`config.mk`:
```
export PLATFORM = sky130hd
export DESIGN_NAME = pixel_word_unpacker
export DESIGN_NICKNAME = d
export VERILOG_FILES = /design/src/rtl/digit_pkg.sv /design/src/rtl/pixel_frame_counter.sv /design/src/rtl/pixel_word_unpacker.sv
export SDC_FILE = /design/constraint.sdc
export NUM_CORES = 1
export LEC_CHECK = 0
export BUFFER_PORTS_ARGS = -buffer_cell sky130_fd_sc_hd__buf_2
export CORE_ASPECT_RATIO = 0.75
export CORE_MARGIN = 3
export CORE_UTILIZATION = 42
export CTS_CLUSTER_DIAMETER = 40
export CTS_CLUSTER_SIZE = 8
export DETAILED_ROUTE_END_ITERATION = 6
export PLACE_DENSITY = 0.72
export SYNTH_ARGS = -nofsm -noshare
export SYNTH_HDL_FRONTEND = slang
export SYNTH_SLANG_ARGS = --single-unit
```
`constraint.sdc`:
```
create_clock -name clk -period 1.8 [get_ports clk]
set_clock_uncertainty 0.2 [all_clocks]
set_input_delay 0.36 -clock clk [delete_from_list [all_inputs] [get_ports clk]]
set_output_delay 0.36 -clock clk [all_outputs]
set_load 0.05 [all_outputs]
```
`src/rtl/digit_pkg.sv`:
```
// Shared constants and types for the digit recognizer's pixel front end.
// Pixel width, frame geometry and the unpacker state encoding live here.
package digit_pkg;

    localparam int PIX_W            = 8;
    localparam int PIXELS_PER_FRAME = 784;
    localparam int PIX_PER_WORD     = 4;

    typedef enum logic [1:0] {
        IDLE = 2'd0,
        RUN  = 2'd1,
        DONE = 2'd2
    } unpack_state_t;

endpackage

```
`src/rtl/pixel_frame_counter.sv`:
```
// Modulo-MODULO pixel counter used by the frame-sequencing blocks.
// 'last' flags the final count so the owner can close the frame on that increment.
module pixel_frame_counter #(
    parameter int MODULO = 784
) (
    input  logic clk,
    input  logic rst,
    input  logic inc,
    input  logic clr,
    output logic last
);

    localparam int CW = $clog2(MODULO);

    logic [CW-1:0] count_reg;

    assign last = (count_reg == CW'(MODULO - 1));

    always_ff @(posedge clk) begin
        if (rst || clr) begin
            count_reg <= '0;
        end else if (inc) begin
            count_reg <= last ? '0 : count_reg + CW'(1);
        end
    end

endmodule

```
`src/rtl/pixel_word_unpacker.sv`:
```
// Unpacks 32-bit words of four grayscale pixels into a one-pixel-per-cycle stream
// with a shift strobe, and reports the end of each full frame to the controller.
module pixel_word_unpacker #(
    parameter int PIXELS_PER_FRAME = digit_pkg::PIXELS_PER_FRAME,
    parameter int WORD_W           = digit_pkg::PIX_PER_WORD * digit_pkg::PIX_W
) (
    input  logic                        clk,
    input  logic                        rst,
    input  logic                        start,
    input  logic                        word_valid,
    input  logic [WORD_W-1:0]           word_data,
    output logic                        word_ready,
    input  logic                        stall,
    output logic [0:digit_pkg::PIX_W-1] pixel_out,
    output logic                        shift_en,
    output logic                        busy,
    output logic                        frame_done
);

    import digit_pkg::*;

    localparam int WORDS_PER_FRAME = PIXELS_PER_FRAME / PIX_PER_WORD;
    localparam int FCW             = $clog2(WORDS_PER_FRAME + 1);

    unpack_state_t     state_reg;
    unpack_state_t     state_next;
    logic [WORD_W-1:0] buf_reg;
    logic              buf_full_reg;
    logic [1:0]        idx_reg;
    logic [FCW-1:0]    fetch_cnt_reg;
    logic [PIX_W-1:0]  pixel_reg;
    logic              shift_en_reg;
    logic              busy_reg;
    logic              frame_done_reg;

    logic [PIX_W-1:0]  byte_sel [PIX_PER_WORD];
    logic              start_go;
    logic              fetch_left;
    logic              ready;
    logic              accept;
    logic              emit;
    logic              pix_last;

    // Pixel 0 sits in the most significant byte of the word.
    generate
        for (genvar gi = 0; gi < PIX_PER_WORD; gi++) begin : g_bytes
            assign byte_sel[gi] = buf_reg[WORD_W-1-gi*PIX_W -: PIX_W];
        end
    endgenerate

    pixel_frame_counter #(
        .MODULO (PIXELS_PER_FRAME)
    ) u_pix_cnt (
        .clk  (clk),
        .rst  (rst),
        .inc  (emit),
        .clr  (start_go),
        .last (pix_last)
    );

    always_comb begin
        start_go   = (state_reg == IDLE) && start;
        fetch_left = (fetch_cnt_reg < FCW'(WORDS_PER_FRAME));
        // A full buffer can be refilled only in the cycle its last byte leaves.
        ready      = (state_reg == RUN) && fetch_left &&
                     (!buf_full_reg || ((idx_reg == 2'(PIX_PER_WORD - 1)) && !stall));
        accept     = ready && word_valid;
        emit       = (state_reg == RUN) && buf_full_reg && !stall;

        state_next = state_reg;
        case (state_reg)
            IDLE:    if (start)            state_next = RUN;
            RUN:     if (emit && pix_last) state_next = DONE;
            DONE:                          state_next = IDLE;
            default:                       state_next = IDLE;
        endcase
    end

    always_ff @(posedge clk) begin
        if (rst) begin
            state_reg <= IDLE;
        end else begin
            state_reg <= state_next;
        end
    end

    always_ff @(posedge clk) begin
        if (rst) begin
            buf_reg        <= '0;
            buf_full_reg   <= 1'b0;
            idx_reg        <= '0;
            fetch_cnt_reg  <= '0;
            pixel_reg      <= '0;
            shift_en_reg   <= 1'b0;
            busy_reg       <= 1'b0;
            frame_done_reg <= 1'b0;
        end else begin
            shift_en_reg   <= emit;
            frame_done_reg <= (state_reg == DONE);

            if (emit) begin
                pixel_reg <= byte_sel[idx_reg];
            end

            if (start_go) begin
                busy_reg      <= 1'b1;
                fetch_cnt_reg <= '0;
                buf_full_reg  <= 1'b0;
                idx_reg       <= '0;
            end else if (state_reg == DONE) begin
                busy_reg <= 1'b0;
            end

            // A capture while full always coincides with byte 3 leaving.
            if (accept) begin
                buf_reg       <= word_data;
                buf_full_reg  <= 1'b1;
                idx_reg       <= '0;
                fetch_cnt_reg <= fetch_cnt_reg + FCW'(1);
            end else if (emit) begin
                idx_reg <= idx_reg + 2'd1;
                if (idx_reg == 2'(PIX_PER_WORD - 1)) begin
                    buf_full_reg <= 1'b0;
                end
            end
        end
    end

    assign word_ready = ready;
    assign pixel_out  = pixel_reg;
    assign shift_en   = shift_en_reg;
    assign busy       = busy_reg;
    assign frame_done = frame_done_reg;

endmodule
```
==> impl_metrics.toml, run 1 <==
[sta]
rsz0062_at_grt = "true"
max_freq_mhz = 479
setup_viol = 11
hold_viol_final = 0
worst_pin_slew_ns = 0.351
fin_ws_ns = -0.286
fin_setup_tns_ns = -0.599
maxSlewViolCount = 0
slew-limit-headroom = 0.764
fin_crit_sh = 1.16
min_period_ns = 2.09

[layout]
final_core_util = 0.620
final-seq-area_um2 = 1330
drive_gt1_frac = 0.390
diodes = 0
nNetsFinal = 438
nFillCells = 515
multi_input_area_um2 = 1560
fin_cells = 481
largest_register_ffs = 32
area_growth_pct = 36.8

[logic_synthesis]
synth_area_um2 = 2760
synth_top_area_share = 0.478
synth-seq-area-share = 0.478
yosysMostFrequentCell = "nand2_1"
synth_common_cells = "nand2_1, dfxtp_1, a21oi_1"
syn_avg_cell_area_um2 = 8.58
synth_edf_count = 0
synth_top_area_cell = "dfxtp_1"
synth_flop_cell = "dfxtp_1"
yosysWarnings = 0
synth_nets = 362
yosysUniqueCellTypes = 38
ys_ff_latch = 66
synthCells = 322
ys_async_sr_fraction = 0
synth_area_leaders = "dfxtp_1, nand2_1, a21oi_1"

[hold_path]
min_delay_path_depth = 3
worstHoldEndpoint = "buf_reg[4]$_SDFFE_PP0P_"
min-delay-start = "word_data[4]"
min_path_type = "in2reg"

[route]
drtIter0Drc = 128
final_antenna_net_count = 0
drcViolationCount = 0
via_per_inst = 5.25
vias = 2525
wire_per_inst_um = 14.7
finalWirelength_mm = 7.06
drt_first_pass_iters = 5

[floorplan]
placementRows = 24
start_util = 0.453
coreArea_um2 = 6100
die_w_um = 99.6
die_area_um2 = 7590
io_pins = 49
die_y_um = 76.2

[placed_design]
place_inst = 448
post-place-ws_ns = -0.0575
io_buffers = 48
gp_congestion = 0.783
dpl.hpwl_mm = 4.38

[worst_setup_path]
reg2reg_depth = 6
required_ns = 1.24
cp-start-kind = "flop"
setup.worst_path.end_class = "output port"
regToRegSetupSlack_ns = -0.08
r2r-start = "fetch_cnt_reg[3]$_SDFFE_PP0P_"
crit_fanout = 2
path_class = "reg2out"
crit_arrival_ns = 1.53
r2r_end = "fetch_cnt_reg[3]$_SDFFE_PP0P_"

[grt]
grt_pass1_vias = 2216
overflow = 0
grt_max_degree = 56
track_usage = 0.175
grt_pass1_wl_mm = 10.5
antenna_found_initial = 0

[cts]
numCtsBuffers = 9
htreeDepth = 3
hold_buffers = 0
cts.sinks = 66
root_buffer = "clkbuf_8"
clk_latency_ns = 0.34
cts_tree = "yes"
cts.clk_slew.worst_paths_ns = 0.07
clock_path_buffers = 2

[pwr]
p_per_area_nw_per_um2 = 805
ir_drop_v = 0.000349
p_total_mw = 3.04
p_leak_nw = 1.39

[outcome]
status = "finished, violations left"
violations = "setup timing"

[job]
cap_viol_max_count = 0
[worst max-delay path: stages, from the launching register on]
cell and delay (ns):
dfxtp_2 0.34, nor4_4 0.31, nor2_2 0.08, nor4b_4 0.26, buf_6 0.19
[cell families (layout without fill, tap and decap cells)]
| family | after synthesis | after routing | share of synthesized area |
|---|---|---|---|
| simple gates | 152 | 152 | 0.251 |
| flops | 66 | 66 | 0.478 |
| compound gates | 61 | 62 | 0.126 |
| buf+inv | 23 | 103 | 0.0381 |
| xor+xnor | 9 | 9 | 0.0285 |
| mux | 8 | 8 | 0.0652 |
| fa+ha+maj | 3 | 3 | 0.0136 |
[through the flow]
stage	hold WS (ns)	instance area, µm²
2_1_floorplan	0.232	2790
3_3_place_gp	0.241	3210
3_5_place_dp	0.244	3210
4_1_cts	0.0388	3430
5_1_grt	0.0410	3780
6_report	0.0450	3780
[final cells by class]
| cell class | instances | area share |
|---|---|---|
| clock inverters | 5 | 0.0146 |
| repair buffers | 85 | 0.159 |
| well taps | 78 | 0.0258 |
| clock buffers | 11 | 0.0348 |
| multi-input cells | 234 | 0.413 |
| flip-flops and latches | 66 | 0.351 |
| inverters | 2 | 0.00199 |
[routing by layer]
| layer | global-route usage | vias up | wire (µm) |
|---|---|---|---|
| li1 | - | 1261 | - |
| met1 | 0.248 | 1199 | 3330 |
| met2 | 0.248 | 53 | 3300 |
| met3 | 0.0576 | 12 | 312 |
| met4 | 0.0600 | 0 | 110 |
| met5 | 0 | - | 0 |
[worst max path at each step]
| stage | startpoint | to | slack (ns) | cells past startpoint |
|---|---|---|---|---|
| detailed placement | fetch_cnt_reg[5]$_SDFFE_PP0P_ | fetch_cnt_reg[6]$_SDFFE_PP0P_ | -0.06 | 4 |
| floorplan | fetch_cnt_reg[5]$_SDFFE_PP0P_ | word_ready | -0.11 | 3 |
| global placement | idx_reg[0]$_SDFFE_PP0P_ | word_ready | -0.006 | 5 |
| CTS | idx_reg[0]$_SDFFE_PP0P_ | word_ready | -0.26 | 5 |
| finish | fetch_cnt_reg[3]$_SDFFE_PP0P_ | word_ready | -0.29 | 4 |
| global route | fetch_cnt_reg[3]$_SDFFE_PP0P_ | word_ready | -0.32 | 4 |
[timing repair]
item                                    CTS  global route
pin swaps                                 1            25
gates resized for setup                   5            56
cloned                                    0             2
endpoints found under the setup margin   13            52
buffers inserted                          2            13
[report_power, final]
group	switching (mW)	leakage, nW	internal [mW]
Combinational	0.161	0.766	0.144
Clock	0.576	0.0893	0.636
Sequential	0.0255	0.537	1.50
Total	0.763	1.39	2.28
[cells in the final DEF, fill, tap and decap left out, drive strengths merged, types with 2 or more instances in the layout]
cell type	netlist	final
inv	2	2
nor4b	2	2
buf	8	84
clkbuf	13	12
o21ai	2	2
a311oi	2	2
nand4	3	3
dfxtp	66	66
clkinvlp	0	2
nand3b	2	2
nor4	4	4
nor2b	4	4
ha	3	3
o21bai	1	2
a21oi	49	49
mux4	8	8
nor3	7	7
nand2	93	93
a31oi	2	2
nand3	10	10
clkinv	0	2
nand2b	2	2
xnor2	7	7
nor2	18	18
xor2	2	2
Power figures use the tool's default switching activity.
==> inputs of run 2 (changes only) <==
ABC_AREA = 1   (was unset)
==> impl_metrics.toml, run 2 <==
[hold_path]
min_delay_path_depth = 3
min_path_type = "in2reg"

[sta]
fin_crit_sh = 1.04
rsz0062_at_grt = "true"
setup_viol = 1
holdWs_ns = 0.0516
min_period_ns = 1.87
slew-limit-headroom = 0.718
worst_pin_slew_ns = 0.423
fin_ws_ns = -0.0682
max_freq_mhz = 535
hold_viol_final = 0
maxSlewViolCount = 0

[floorplan]
io_pins = 49
placementRows = 25
start_util = 0.443
die_area_um2 = 7830
coreArea_um2 = 6440
die_y_um = 77.4
die_w_um = 101

[layout]
nFillCells = 584
final_cell_mix = "nand2_1, dfxtp_1, buf_2, inv_1, a21oi_1"
fin_cells = 535
final_core_util = 0.563
drive_gt1_frac = 0.253
largest_register_ffs = 32
layout_commonest_cell = "nand2_1"
fin_area_um2 = 3630
nNetsFinal = 490
area_growth_pct = 27.0
diodes = 0

[route]
vias = 2759
final_antenna_net_count = 0
drcViolationCount = 0
drtIter0Drc = 198
via_per_inst = 5.16
drt_first_pass_iters = 5
wire_per_inst_um = 14.0
finalWirelength_mm = 7.49

[grt]
track_usage = 0.188
grt_max_degree = 35
antenna_found_initial = 0
overflow = 0
grt_pass1_wl_mm = 11.4
grt_pass1_vias = 2425

[placed_design]
place_inst = 513
io_buffers = 48
gp_congestion = 0.823
dpl.hpwl_mm = 4.86
place_area_um2 = 3170

[logic_synthesis]
ys_ff_latch = 66
synth_top_area_cell = "dfxtp_1"
synth_area_leaders = "dfxtp_1, nand2_1, a21oi_1"
synth_flop_cell = "dfxtp_1"
ys_async_sr_fraction = 0
yosysUniqueCellTypes = 32
synth_edf_count = 0
synth_common_cells = "nand2_1, dfxtp_1, a21oi_1"
synth-seq-area-share = 0.463
yosysWarnings = 0
synth_area_um2 = 2860
synth_top_area_share = 0.463
synth_nets = 435
synthCells = 395
syn_avg_cell_area_um2 = 7.23
yosysMostFrequentCell = "nand2_1"

[worst_setup_path]
required_ns = 1.24
reg2reg_depth = 9
path_class = "reg2out"
cp-start-kind = "flop"
crit_fanout = 2
crit_arrival_ns = 1.31
setup.worst_path.end_class = "output port"

[pwr]
p_leak_nw = 1.44
p_per_area_nw_per_um2 = 858
p_total_mw = 3.11
ir_drop_v = 0.000521

[cts]
clk_latency_ns = 0.34
numCtsBuffers = 9
cts.sinks = 66
cts_tree = "yes"
hold_buffers = 0
cts.clk_slew.worst_paths_ns = 0.07
clock_path_buffers = 2
root_buffer = "clkbuf_8"
htreeDepth = 3

[job]
cap_viol_max_count = 0

[outcome]
status = "finished, violations left"
violations = "setup timing"
-- run 2: area by class of cell --
class | count | area, µm² | area share
timing repair buffer | 66 | 465 | 0.128
tap | 81 | 101 | 0.0280
clock inverter | 3 | 40.0 | 0.0110
inverter | 42 | 165 | 0.0455
multi-input combinational | 265 | 1380 | 0.381
sequential | 66 | 1330 | 0.366
clock buffer | 12 | 145 | 0.0400
-- run 2: per-stage QoR --
stage               setup slack [ns]  setup TNS, ns
finish                       -0.0682        -0.0682
CTS                           -0.101         -0.566
global placement              0.0552              0
global route                  -0.132         -0.132
detailed placement            0.0295              0
floorplan                      0.172              0
-- run 2: report_power, final --
part / switching (mW) / total, mW / internal, mW
Clock: 0.531 / 1.20 / 0.666
Sequential: 0.0245 / 1.54 / 1.51
Combinational: 0.232 / 0.379 / 0.147
Total: 0.788 / 3.11 / 2.32
-- run 2: cells by family (layout without fill, tap and decap cells) --
group / after synthesis / in the layout / synth area share
compound gates: 100 / 100 / 0.181
fa+ha+maj: 3 / 3 / 0.0131
flops: 66 / 66 / 0.463
buf+inv: 64 / 123 / 0.0968
simple gates: 161 / 161 / 0.243
xor+xnor: 1 / 1 / 0.00307
-- run 2: critical path, stage by stage, from the launching register on --
cell and delay, ns:
dfxtp_2 0.35, ha_4 0.14, nand2_4 0.04, a21oi_2 0.13
nand2_1 0.08, inv_1 0.07, buf_6 0.15
-- run 2: worst paths after layout --
kind                                 start                        to  slack (ns)
setup / recovery   idx_reg[0]$_SDFFE_PP0P_                word_ready       -0.07
hold / removal                word_data[4]   buf_reg[4]$_SDFFE_PP0P_        0.05
setup reg to reg   idx_reg[0]$_SDFFE_PP0P_  buf_reg[10]$_SDFFE_PP0P_        0.12
hold reg to reg   buf_reg[31]$_SDFFE_PP0P_  buf_reg[31]$_SDFFE_PP0P_        0.26
-- run 2: metal layers --
| layer | vias up | global-route usage | share of wire |
|---|---|---|---|
| li1 | 1394 | - | - |
| met1 | 1267 | 0.265 | 0.48 |
| met2 | 92 | 0.273 | 0.44 |
| met3 | 6 | 0.0656 | 0.076 |
| met4 | 0 | 0.0465 | 0.0065 |
| met5 | - | 0 | 0 |
-- run 2: timing repair --
action / in CTS / in global routing
gates resized for setup: 11 / 40
endpoints found under the setup margin: 1 / 49
pin swaps: 3 / 10
cloned: 0 / 4
buffers inserted: 3 / 2
==> inputs of run 3 (changes only) <==
SYNTH_HIERARCHICAL = 1   (was unset)
==> impl_metrics.toml, run 3 <==
[logic_synthesis]
synth_area_leaders = "dfxtp_1, nand2_1, nor2_1"
synth_flop_cell = "dfxtp_1"
yosysMostFrequentCell = "nand2_1"
synth_top_area_share = 0.438
synth_area_um2 = 3020
synth_edf_count = 0
synth_top_area_cell = "dfxtp_1"
yosysUniqueCellTypes = 28
synth-seq-area-share = 0.438
yosysWarnings = 6
synth_nets = 452
ys_ff_latch = 66
syn_avg_cell_area_um2 = 7.32
ys_async_sr_fraction = 0
synthCells = 412
synth_common_cells = "nand2_1, dfxtp_1, nor2_1"

[grt]
grt_pass1_wl_mm = 12.0
track_usage = 0.182
antenna_found_initial = 0
overflow = 0
grt_pass1_vias = 2488
grt_max_degree = 42

[worst_setup_path]
crit_arrival_ns = 1.30
required_ns = 1.24
cp-start-kind = "flop"
crit_fanout = 2
max_stage_delay_ns = 0.35
path_class = "reg2out"
setup.worst_path.end_class = "output port"
cpMostUsedCell = "nand2_4"
cpMaxStageDelayCell = "dfxtp_2"
path_cells = "ha_4 > nand2_4 > a21oi_4 > nand2_4 > inv_2 > buf_8"

[cts]
root_buffer = "clkbuf_8"
cts.sinks = 66
htreeDepth = 3
clk_latency_ns = 0.34
cts.clk_slew.worst_paths_ns = 0.07
clock_path_buffers = 2
cts_tree = "yes"
numCtsBuffers = 9

[layout]
final_cell_mix = "nand2_1, dfxtp_1, nor2_1, buf_2, a21oi_1"
nFillCells = 681
fin_area_um2 = 3620
layout_commonest_cell = "nand2_1"
diodes = 0
nNetsFinal = 502
drive_gt1_frac = 0.251
largest_register_ffs = 32
area_growth_pct = 20.2

[floorplan]
placementRows = 26
die_w_um = 104
die_area_um2 = 8250
coreArea_um2 = 6900
die_y_um = 79.4
io_pins = 49
start_util = 0.437

[route]
vias = 2805
drt_first_pass_iters = 4
drtIter0Drc = 143
via_per_inst = 4.96
wire_per_inst_um = 13.3
drcViolationCount = 0
finalWirelength_mm = 7.53
final_antenna_net_count = 0

[outcome]
violations = "setup timing"
status = "finished, violations left"

[sta]
min_period_ns = 1.86
setup_viol = 1
rsz0062_at_grt = "true"
max_freq_mhz = 537
fin_crit_sh = 1.03
hold_viol_final = 0
maxSlewViolCount = 0
worst_pin_slew_ns = 0.458
fin_ws_ns = -0.0616
slew-limit-headroom = 0.695

[placed_design]
post-place-ws_ns = 0.0199
place_area_um2 = 3330
gp_congestion = 0.810
io_buffers = 48
dpl.hpwl_mm = 5.09

[hold_path]
min_path_type = "in2reg"

[pwr]
p_leak_nw = 1.43
ir_drop_v = 0.000395
p_per_area_nw_per_um2 = 850
p_total_mw = 3.08

[job]
cap_viol_max_count = 0
==> run 3: area by class of cell <==
class	count	area, µm²	share of cell area
clock inverter	5	52.6	0.0145
clock buffer	11	151	0.0418
timing repair buffer	62	404	0.111
tap	98	123	0.0338
sequential	66	1330	0.366
multi-input combinational	293	1450	0.401
inverter	30	113	0.0311
==> run 3: path summary, 6_finish.rpt <==
check                           slack (ns)  depth (start not counted)                            end               startpoint
worst max-delay path                 -0.06                          6                     word_ready  idx_reg[0]$_SDFFE_PP0P_
worst min-delay path                  0.06                          3       buf_reg[23]$_SDFFE_PP0P_            word_data[23]
worst max register to register        0.08                          9  fetch_cnt_reg[7]$_SDFFE_PP0P_  idx_reg[0]$_SDFFE_PP0P_
worst min register to register        0.26                          2        buf_reg[4]$_SDFFE_PP0P_  buf_reg[4]$_SDFFE_PP0P_
==> run 3: metrics by stage <==
| step | std cells | util | setup TNS [ns] | hold WS (ns) |
|---|---|---|---|---|
| detailed placement | 545 | 0.483 | 0 | 0.254 |
| finish | 565 | 0.526 | -0.0616 | 0.0575 |
| floorplan | 412 | - | 0 | 0.241 |
| global placement | 545 | 0.483 | 0 | 0.248 |
| global route | 565 | 0.526 | -0.129 | 0.0449 |
| CTS | 564 | 0.518 | -0.141 | 0.0452 |
==> run 3: metal layers <==
metal / vias up / routed length (µm) / GRT usage / part of all wire
met2: 92 / 3160 / 0.272 / 0.42
li1: 1432 / - / - / -
met3: 12 / 477 / 0.0509 / 0.063
met1: 1269 / 3750 / 0.250 / 0.50
met5: - / 0 / 0 / 0
met4: 0 / 136 / 0.0704 / 0.018
==> run 3: repair_timing <==
| item | CTS | global route |
|---|---|---|
| gates resized for setup | 8 | 7 |
| pin swaps | 4 | 3 |
| setup buffers | 2 | 0 |
| gates cloned | 0 | 1 |
| setup endpoints to repair | 1 | 37 |
| endpoints found under the hold margin | 1 | 0 |
| hold buffers | 1 | 0 |
==> run 3: cells by family (layout without fill, tap and decap cells) <==
| family | after synthesis | count (layout) | synth area share |
|---|---|---|---|
| fa+ha+maj | 3 | 3 | 0.0124 |
| buf+inv | 53 | 108 | 0.0875 |
| xor+xnor | 3 | 3 | 0.00871 |
| mux | 1 | 1 | 0.00332 |
| flops | 66 | 66 | 0.438 |
| simple gates | 200 | 200 | 0.287 |
| compound gates | 86 | 86 | 0.163 |
==> run 3: critical path, delay by kind of cell, from the launching register on <==
family,cells,cell delay (ns)
flops,1,0.35
compound gates,1,0.16
simple gates,2,0.11
buf+inv,2,0.19
fa+ha+maj,1,0.14
==> run 3: power breakdown <==
group	switching, mW	leakage, nW	internal, mW
Sequential	0.0236	0.537	1.50
Clock	0.567	0.105	0.708
Combinational	0.173	0.788	0.111
Total	0.763	1.43	2.32
